`src/rtl/pid_pkg.sv`:
```
// pid_pkg: shared constants, types and helpers for the PID controller core.
//   CFG_KP/CFG_KI/CFG_KD : cfg_addr codes of the three gain registers
//   sat_e                : classification of the shift-and-saturate result
//   acc_w()              : signed accumulator width for a given data/gain width
package pid_pkg;

  localparam logic [1:0] CFG_KP = 2'd0;
  localparam logic [1:0] CFG_KI = 2'd1;
  localparam logic [1:0] CFG_KD = 2'd2;

  typedef enum logic [1:0] {
    SatNone,
    SatHi,
    SatLo
  } sat_e;

  // Room for a (WIDTH+2)-bit signed difference times an unsigned gain, plus
  // headroom for summing the P, I and D terms.
  function automatic int unsigned acc_w(int unsigned width, int unsigned coef_w);
    return width + coef_w + 4;
  endfunction

endpackage

```
`src/rtl/pid_sat.sv`:
```
// pid_sat: arithmetic shift right by FRAC, then clip to an unsigned WIDTH-bit word.
// Ports:
//   sum_i      signed ACC_W  fixed-point P+I+D sum
//   control_o  WIDTH         clipped control word
//   sat_hi_o   1             result was above 2^WIDTH-1 and was clipped
//   sat_lo_o   1             result was negative and was clipped to zero
module pid_sat
  import pid_pkg::*;
#(
  parameter int unsigned WIDTH = 8,
  parameter int unsigned ACC_W = 20,
  parameter int unsigned FRAC  = 4
) (
  input  logic signed [ACC_W-1:0] sum_i,
  output logic        [WIDTH-1:0] control_o,
  output logic                    sat_hi_o,
  output logic                    sat_lo_o
);

  logic signed [ACC_W-1:0] shifted;
  sat_e                    sat_kind;

  assign shifted = sum_i >>> FRAC;

  always_comb begin
    sat_kind = SatNone;
    if (shifted[ACC_W-1]) begin
      sat_kind = SatLo;
    end else if (|shifted[ACC_W-2:WIDTH]) begin
      sat_kind = SatHi;
    end
  end

  always_comb begin
    control_o = shifted[WIDTH-1:0];
    sat_hi_o  = 1'b0;
    sat_lo_o  = 1'b0;
    unique case (sat_kind)
      SatHi: begin
        control_o = '1;
        sat_hi_o  = 1'b1;
      end
      SatLo: begin
        control_o = '0;
        sat_lo_o  = 1'b1;
      end
      default: ;
    endcase
  end

endmodule

```
`src/rtl/pid_ctrl_core.sv`:
```
// pid_ctrl_core: three-stage pipelined PID controller with runtime-loadable gains
// and a clamped integrator. One sample per cycle, result three cycles later.
// Ports:
//   clk, rst             clock; synchronous active-high reset
//   clr                  clear integrator, error history and in-flight samples
//   in_valid             setpoint/feedback sample strobe
//   setpoint, feedback   unsigned WIDTH-bit target and measurement
//   cfg_we/addr/data     gain write (0=Kp, 1=Ki, 2=Kd, 3=ignored)
//   out_valid            one-cycle pulse per surviving sample
//   control              saturated control word, held between pulses
//   sat_hi, sat_lo       last output was clipped high / low
//   int_clamped          last integrator update hit +/-INT_LIM
// Build option: define PID_ANTIWINDUP_EN to freeze the integrator while the last
// output is saturated in the direction the update would push it.
module pid_ctrl_core
  import pid_pkg::*;
#(
  parameter int unsigned       WIDTH   = 8,
  parameter int unsigned       COEF_W  = 8,
  parameter int unsigned       FRAC    = 4,
  parameter logic [COEF_W-1:0] KP_INIT = 8'h10,
  parameter logic [COEF_W-1:0] KI_INIT = 8'h02,
  parameter logic [COEF_W-1:0] KD_INIT = 8'h01,
  parameter int unsigned       INT_LIM = 2 ** (WIDTH + FRAC)
) (
  input  logic              clk,
  input  logic              rst,
  input  logic              clr,
  input  logic              in_valid,
  input  logic [WIDTH-1:0]  setpoint,
  input  logic [WIDTH-1:0]  feedback,
  input  logic              cfg_we,
  input  logic [1:0]        cfg_addr,
  input  logic [COEF_W-1:0] cfg_data,
  output logic              out_valid,
  output logic [WIDTH-1:0]  control,
  output logic              sat_hi,
  output logic              sat_lo,
  output logic              int_clamped
);

  localparam int unsigned AccW = acc_w(WIDTH, COEF_W);
  localparam int unsigned ErrW = WIDTH + 1;
  localparam int unsigned DifW = WIDTH + 2;
  localparam logic signed [AccW-1:0] IntLimPos = AccW'(INT_LIM);
  localparam logic signed [AccW-1:0] IntLimNeg = -IntLimPos;

  // Gains
  logic [COEF_W-1:0] kp_q, kp_d, ki_q, ki_d, kd_q, kd_d;
  // Stage 1
  logic                   s1_valid_q, s1_valid_d, have_prev_q, have_prev_d;
  logic signed [ErrW-1:0] err_q, err_d, prev_err_q, prev_err_d;
  logic signed [DifW-1:0] derr_q, derr_d;
  // Stage 2
  logic                   s2_valid_q, s2_valid_d;
  logic signed [AccW-1:0] p_q, p_d, d_q, d_d, integ_q, integ_d;
  logic                   int_clamped_q, int_clamped_d;
  // Stage 3
  logic                   out_valid_q, out_valid_d;
  logic [WIDTH-1:0]       control_q, control_d;
  logic                   sat_hi_q, sat_hi_d, sat_lo_q, sat_lo_d;

  // Datapath
  logic signed [ErrW-1:0] err_in;
  logic signed [DifW-1:0] derr_in;
  logic signed [AccW-1:0] err_ext, derr_ext, kp_ext, ki_ext, kd_ext;
  logic signed [AccW-1:0] ki_term, int_sum, sum3;
  logic [WIDTH-1:0]       sat_control;
  logic                   sat_hi_next, sat_lo_next;
  logic                   hold_int;

  assign err_in  = $signed({1'b0, setpoint}) - $signed({1'b0, feedback});
  assign derr_in = $signed({err_in[ErrW-1], err_in})
                 - $signed({prev_err_q[ErrW-1], prev_err_q});

  assign err_ext  = {{(AccW-ErrW){err_q[ErrW-1]}}, err_q};
  assign derr_ext = {{(AccW-DifW){derr_q[DifW-1]}}, derr_q};
  assign kp_ext   = {{(AccW-COEF_W){1'b0}}, kp_q};
  assign ki_ext   = {{(AccW-COEF_W){1'b0}}, ki_q};
  assign kd_ext   = {{(AccW-COEF_W){1'b0}}, kd_q};

  assign ki_term = ki_ext * err_ext;
  assign int_sum = integ_q + ki_term;
  assign sum3    = p_q + integ_q + d_q;

`ifdef PID_ANTIWINDUP_EN
  logic ki_term_pos, ki_term_neg;
  assign ki_term_neg = ki_term[AccW-1];
  assign ki_term_pos = !ki_term[AccW-1] && (ki_term != '0);
  // Flags are those of the most recent out_valid, i.e. the registered outputs.
  assign hold_int = (sat_hi_q && ki_term_pos) || (sat_lo_q && ki_term_neg);
`else
  assign hold_int = 1'b0;
`endif

  pid_sat #(
    .WIDTH(WIDTH),
    .ACC_W(AccW),
    .FRAC (FRAC)
  ) u_sat (
    .sum_i    (sum3),
    .control_o(sat_control),
    .sat_hi_o (sat_hi_next),
    .sat_lo_o (sat_lo_next)
  );

  always_comb begin
    kp_d          = kp_q;
    ki_d          = ki_q;
    kd_d          = kd_q;
    s1_valid_d    = in_valid;
    have_prev_d   = have_prev_q;
    err_d         = err_q;
    derr_d        = derr_q;
    prev_err_d    = prev_err_q;
    s2_valid_d    = s1_valid_q;
    p_d           = p_q;
    d_d           = d_q;
    integ_d       = integ_q;
    int_clamped_d = int_clamped_q;
    out_valid_d   = s2_valid_q;
    control_d     = control_q;
    sat_hi_d      = sat_hi_q;
    sat_lo_d      = sat_lo_q;

    if (cfg_we) begin
      case (cfg_addr)
        CFG_KP:  kp_d = cfg_data;
        CFG_KI:  ki_d = cfg_data;
        CFG_KD:  kd_d = cfg_data;
        default: ;
      endcase
    end

    if (in_valid) begin
      err_d       = err_in;
      derr_d      = have_prev_q ? derr_in : '0;
      prev_err_d  = err_in;
      have_prev_d = 1'b1;
    end

    if (s1_valid_q) begin
      p_d           = kp_ext * err_ext;
      d_d           = kd_ext * derr_ext;
      int_clamped_d = 1'b0;
      if (!hold_int) begin
        if (int_sum > IntLimPos) begin
          integ_d       = IntLimPos;
          int_clamped_d = 1'b1;
        end else if (int_sum < IntLimNeg) begin
          integ_d       = IntLimNeg;
          int_clamped_d = 1'b1;
        end else begin
          integ_d = int_sum;
        end
      end
    end

    if (s2_valid_q) begin
      control_d = sat_control;
      sat_hi_d  = sat_hi_next;
      sat_lo_d  = sat_lo_next;
    end

    // clr drops everything in flight (including a coincident sample) but keeps
    // gains and the last visible output state.
    if (clr) begin
      s1_valid_d    = 1'b0;
      s2_valid_d    = 1'b0;
      out_valid_d   = 1'b0;
      have_prev_d   = 1'b0;
      prev_err_d    = '0;
      integ_d       = '0;
      int_clamped_d = int_clamped_q;
      control_d     = control_q;
      sat_hi_d      = sat_hi_q;
      sat_lo_d      = sat_lo_q;
    end
  end

  always_ff @(posedge clk) begin
    if (rst) begin
      kp_q          <= KP_INIT;
      ki_q          <= KI_INIT;
      kd_q          <= KD_INIT;
      s1_valid_q    <= 1'b0;
      have_prev_q   <= 1'b0;
      err_q         <= '0;
      derr_q        <= '0;
      prev_err_q    <= '0;
      s2_valid_q    <= 1'b0;
      p_q           <= '0;
      d_q           <= '0;
      integ_q       <= '0;
      int_clamped_q <= 1'b0;
      out_valid_q   <= 1'b0;
      control_q     <= '0;
      sat_hi_q      <= 1'b0;
      sat_lo_q      <= 1'b0;
    end else begin
      kp_q          <= kp_d;
      ki_q          <= ki_d;
      kd_q          <= kd_d;
      s1_valid_q    <= s1_valid_d;
      have_prev_q   <= have_prev_d;
      err_q         <= err_d;
      derr_q        <= derr_d;
      prev_err_q    <= prev_err_d;
      s2_valid_q    <= s2_valid_d;
      p_q           <= p_d;
      d_q           <= d_d;
      integ_q       <= integ_d;
      int_clamped_q <= int_clamped_d;
      out_valid_q   <= out_valid_d;
      control_q     <= control_d;
      sat_hi_q      <= sat_hi_d;
      sat_lo_q      <= sat_lo_d;
    end
  end

  assign out_valid   = out_valid_q;
  assign control     = control_q;
  assign sat_hi      = sat_hi_q;
  assign sat_lo      = sat_lo_q;
  assign int_clamped = int_clamped_q;

endmodule

```
`config.mk`:
```
export PLATFORM = sky130hd
export DESIGN_NAME = pid_ctrl_core
export DESIGN_NICKNAME = d
export VERILOG_FILES = /design/src/rtl/pid_pkg.sv /design/src/rtl/pid_sat.sv /design/src/rtl/pid_ctrl_core.sv
export SDC_FILE = /design/constraint.sdc
export NUM_CORES = 1
export LEC_CHECK = 0
export BUFFER_PORTS_ARGS = -buffer_cell sky130_fd_sc_hd__buf_2
export CORE_MARGIN = 8
export CORE_UTILIZATION = 53
export CTS_BUF_LIST = sky130_fd_sc_hd__clkbuf_4
export DETAILED_ROUTE_END_ITERATION = 10
export GPL_ROUTABILITY_DRIVEN = 0
export GPL_TIMING_DRIVEN = 0
export HOLD_SLACK_MARGIN = 0.15
export PLACE_DENSITY = 0.69
export SLEW_MARGIN = 15
export SYNTH_ARGS = -nofsm -noshare
export SYNTH_HDL_FRONTEND = slang
export SYNTH_HIERARCHICAL = 1
export SYNTH_SLANG_ARGS = --single-unit
export TNS_END_PERCENT = 30
```
`constraint.sdc`:
```
create_clock -name clk -period 13.81 [get_ports clk]
set_input_delay 2.762 -clock clk [delete_from_list [all_inputs] [get_ports clk]]
set_output_delay 2.762 -clock clk [all_outputs]
set_load 0.02 [all_outputs]
```
Word level (Yosys, flattened, before mapping)
Index checks and enable logic that the tools add are counted.

Flip-flop bits (word level): 127. Bits in latches: 0. Memory bits (writable): 0. Memory bits (read-only): 0. Input bits: 31. Word-level logic and storage cells: 50. Memories kept: 0.

Add/sub/neg operators: 5. Multiply operators: 3. Div/mod/pow operators: 0. $lt $le $gt $ge: 2. Equal/unequal tests: 4. Shift-type cells: 0. Mux-type cells: 10. Bitwise operators: 1. Reduce and logical (&&, ||, !) cells: 8.

Operators by type and width (count): 20-bit adder (2); 20-bit two-way mux (2); 9-bit by 9-bit multiplier with 18-bit output (2); 20-bit by 18-bit adder with 20-bit output (1); 20-bit by 14-bit greater-than comparator with 1-bit output (second input constant) (1); 20-bit by 13-bit < comparator with 1-bit output (second input constant) (1); 9-bit by 10-bit multiplier with 19-bit output (1); 8-bit case mux with 2 select lines (1); 10-bit two-way mux (1); 2-bit AND reduction (5); 9-bit by 9-bit subtractor with 10-bit output (1); 8-bit by 8-bit subtractor with 9-bit output (1); 8-bit OR reduction (1); 1-bit two-way mux (5); 2-bit by 1-bit == test with 1-bit output (second input constant) (2); 2-bit == test (second input constant) (2); 2-bit logical NOT (1); 2-bit two-way mux (1); 2-bit OR reduction (1); 1-bit inverter (1).

Depth between registers and ports, before layout
Depth after elaboration: 7. Mapped depth: 26. Mapped depth without buffers: 21.

Hierarchy
The synthesis kept the hierarchy.

By module, submodules not included: pid_ctrl_core (times used 1, cells each 1796, area each 15393.5 µm²); pid_sat (times used 1, cells each 23, area each 127.6 µm²).

Worst setup path before layout
No wires, ideal clock.

Kind: reg2reg. From: register err_q[8]. To: register integ_q[2]. Arrival time: 5822 ps. Data required time: 13751 ps. Setup slack: 7929 ps. Stages on the path, launching flop included: 23. Buffers on the path: 3. Period minus slack after synthesis: 5881 ps. Cells stage by stage: dfxtp_1 -> buf_1 -> nand2b_1 -> fa_1 -> fa_1 -> inv_1 -> fa_1 -> fa_1 -> inv_1 -> fa_1 -> inv_1 -> ha_1 -> buf_2 -> and3_1 -> or2_1 -> a32oi_1 -> nand2_1 -> o21ai_1 -> or4b_4 -> nor4_4 -> buf_6 -> a22oi_1 -> nand2_1.

Word-level cells in the longest chain between the ends: 5.

RTL lines: from (decl) (RTL line pid_ctrl_core.sv:52) `logic signed [ErrW-1:0] err_q, err_d, prev_err_q, prev_err_d;`; from (signal assigned) (RTL line pid_ctrl_core.sv:206) `err_q <= err_d;`; 9-bit by 9-bit multiplier with 18-bit output * (RTL line pid_ctrl_core.sv:82) `assign ki_term = ki_ext * err_ext;`; 20-bit by 18-bit adder with 20-bit output * (RTL line pid_ctrl_core.sv:83) `assign int_sum = integ_q + ki_term;`; 20-bit by 13-bit < comparator with 1-bit output (RTL line pid_ctrl_core.sv:150) `end else if (int_sum < IntLimNeg) begin`; 20-bit two-way mux (RTL line pid_ctrl_core.sv:150); 20-bit two-way mux * (RTL line pid_ctrl_core.sv:147) `if (int_sum > IntLimPos) begin`; to (signal assigned) (RTL line pid_ctrl_core.sv:212) `integ_q <= integ_d;`; to (decl) (RTL line pid_ctrl_core.sv:56) `logic signed [AccW-1:0] p_q, p_d, d_q, d_d, integ_q, integ_d;`.

Mark *: on every way between the ends. The rest lies on a longest branch, timed or not. A chain may end at the register's enable or synchronous reset.

Worst setup path after layout
From: register err_q[8]. To: register integ_q[12].

The elaborated chain is that of the path after synthesis.

==> summary.md <==
| Metric | Value |
|---|---|
| Status | complete, no violations |
| Worst Skew | 0.0297 ns |
| Synthesis warning total | 6 |
| Worst EP arrival | 7.44 ns |
| WHS | 0.464 ns |
| Sequential share of power | 39.7% |
| Mapped cell area | 15,500 µm² |
| Critical Path End Type | register |
| Grt ovf | 0 |
| Max-slew violation count | 0 |
| Pleak | 8.46 nW |
| Largest net degree at the start of global routing | 17 |
| Hpwl dp | 32,800 µm |
| Total number of vias | 12,300 |
| Largest stage delay on the critical path | 0.66 ns |
| Global Route Usage Sum | 22.9% |
| Crit path max-delay cell type | dfxtp_1 |
| Via/cell ratio | 5.42 |
| Ports | 43 |
| Clock network power share | 28.9% |
| Die Y | 187 µm |
| Worst Path Required | 14.27 ns |
| Core box area | 28,800 µm² |
| Met2 GRT Util | 37.9% |
| Initial antenna violation count | 1 |
| Element type at the critical path start | register |
| CP top delay family | adder cells |
| Port bufs | 41 |
| Fin cells | 2,274 |
| GR peak layer | met2 |
| Clk_lat worst skew | 0.59 ns |
| Post-Place Cell Area | 16,200 µm² |
| DIE WIDTH | 187 µm |
| Starting Density | 53.9% |
| Syn Nets | 2,223 |
| DP Cell Count | 2,241 |
| Unrepaired setup endpoints after global routing | no |
| Worst-Margin Slew | 1.01 ns |
| M3 GR Usage | 2.87% |
| Max Cap Violations | 0 |
| Total CTS buffers | 17 |
| CTS tree | yes |
| Int Power | 0.000585 W |
| Sw frac | 39.4% |
| NetSw | 0.000381 W |
| Bufs and invs on worst path | 6 |
| Post-CTS Setup Repair Bufs | 0 |
| Critical path's most frequent cell | fa_1 |
| Row cnt | 62 |
| Drt pass-1 iters | 6 |
| Detail Route Antenna Nets | 0 |
| Vias in the first global route | 12,500 |
| Fmax | 0.143 GHz |
| CTS hold repair buffers | 0 |
| Peak VDD IR | 0.0548 mV |
| DRC viols | 0 |
| PwrDens | 58.5 nW/µm² |
| Maximum root-to-sink buffer count | 2 |
| # setup viols final | 0 |
| Worst-path clk slew | 0.15 ns |
| NumNets Final | 2,283 |
| Die ar. | 35,000 µm² |
| Setup CP Type | register to register |
| Slew margin rel. | 32.3% |
| Design Area, Final | 16,500 µm² |
| GR Util met1 | 30.6% |
| Final setup TNS | 0 ns |
| First-pass GRT wire length | 64,700 µm |
| Final Hold Viols | 0 |
| Cell breakdown of the critical path | buf_1 -> nand2b_1 -> fa_1 -> fa_1 -> inv_1 -> fa_1 -> fa_1 -> inv_1 -> fa_1 -> inv_1 -> ha_1 -> buf_6 -> a211o_1 -> o211ai_2 -> o221ai_1 -> a211oi_1 -> and3_1 -> a32oi_1 -> nor4_4 -> buf_6 -> a31oi_1 |
| Layout cell share with drive strength beyond 1 | 5.45% |
| CTS resizes | 0 |
| 1st-iter DRT viols | 761 |
| Synthesized area per cell | 8.54 µm² |
| TritonCTS Sinks | 124 |
| Hold Crit Class | register to register |
| WL final | 39,400 µm |
| H-Tree Level Count | 4 |
| Area growth syn-to-layout | 6.34% |
| Post-Syn Instances | 1,816 |
| Crit Path Max Fanout | 10 |
| Final period demand of the worst path | 6.98 ns |
| Filler cell count in the final layout | 2,636 |
| Tcrit/Tclk final | 50.5% |
| CTS root buffer | clkbuf_4 |
| WL per Instance | 17.3 µm |
| Comb power frac | 31.5% |
placed cells by master (no fill, tap or decap), drive strengths merged, types with 15 or more instances in the layout:
cell type and n:
inv 309, mux2i 49, a22oi 15, nand3 21
xnor2 47, and2 106, xor2 22, fa 188
clkbuf 84, nand2 214, a21o 19, buf 56
nor2 139, dfxtp 124, o21ai 31, ha 188
a21oi 77, nor3 30, nand2b 16
area by class of cell:
cell class	count	area [µm²]	area share [%]
Multi-Input combinational cell	1309	11500	70.0
Timing Repair Buffer	41	205	1.24
Tap cell	384	480	2.91
Inverter	301	1130	6.85
Sequential cell	124	2480	15.1
Buffer	82	348	2.11
Clock inverter	15	168	1.02
Antenna cell	1	2.50	0.0152
Clock buffer	17	128	0.774
routing by layer:
metal  routed length, µm  vias to the layer above
met5                   0                        -
met1               17900                     5977
met2               17900                      365
met4                1180                        0
li1                    -                     5922
met3                2330                       63
tightest hold or removal path, delay by kind of cell, from the launching register on:
kind            cells  cell delay [ns]
compound gates      1             0.05
simple gates        1             0.05
flops               1             0.34
worst paths after layout:
| check | startpoint | endpoint | slack (ns) | cells after the start |
|---|---|---|---|---|
| min reg2reg | control[1] | control[1] | 0.46 | 2 |
| max | err_q[8] | integ_q[12] | 6.83 | 21 |
| max reg2reg | err_q[8] | integ_q[12] | 6.83 | 21 |
| min | control[1] | control[1] | 0.46 | 2 |
power groups by stage:
stage / Clock [W] / Combinational (W) / Sequential, W
2_1_floorplan: 0 / 0.000222 / 0.000384
3_3_place_gp: 0 / 0.000294 / 0.000390
3_5_place_dp: 0 / 0.000301 / 0.000390
4_1_cts: 0.000281 / 0.000304 / 0.000383
5_1_grt: 0.000296 / 0.000341 / 0.000384
6_report: 0.000279 / 0.000304 / 0.000383
through the flow:
| stage | total power (W) | setup slack (ns) | util [%] |
|---|---|---|---|
| after floorplan | 0.000606 | 7.93 | - |
| after global placement | 0.000684 | 6.91 | 56.3 |
| after detailed placement | 0.000692 | 6.88 | 56.3 |
| after CTS | 0.000968 | 6.84 | 57.3 |
| after global routing | 0.00102 | 6.43 | 57.3 |
| final | 0.000965 | 6.83 | 57.3 |
flip-flops by register name, summed over array words and instances, names as in the netlist:
register	cells
control	8
d_q	19
derr_q	10
err_q	9
have_prev_q	1
int_clamped	1
integ_q	20
kd_q	8
ki_q	8
kp_q	8
out_valid	1
p_q	18
prev_err_q	9
s1_valid_q	1
s2_valid_q	1
sat_hi	1
sat_lo	1
(Power assumes the default switching activity.)
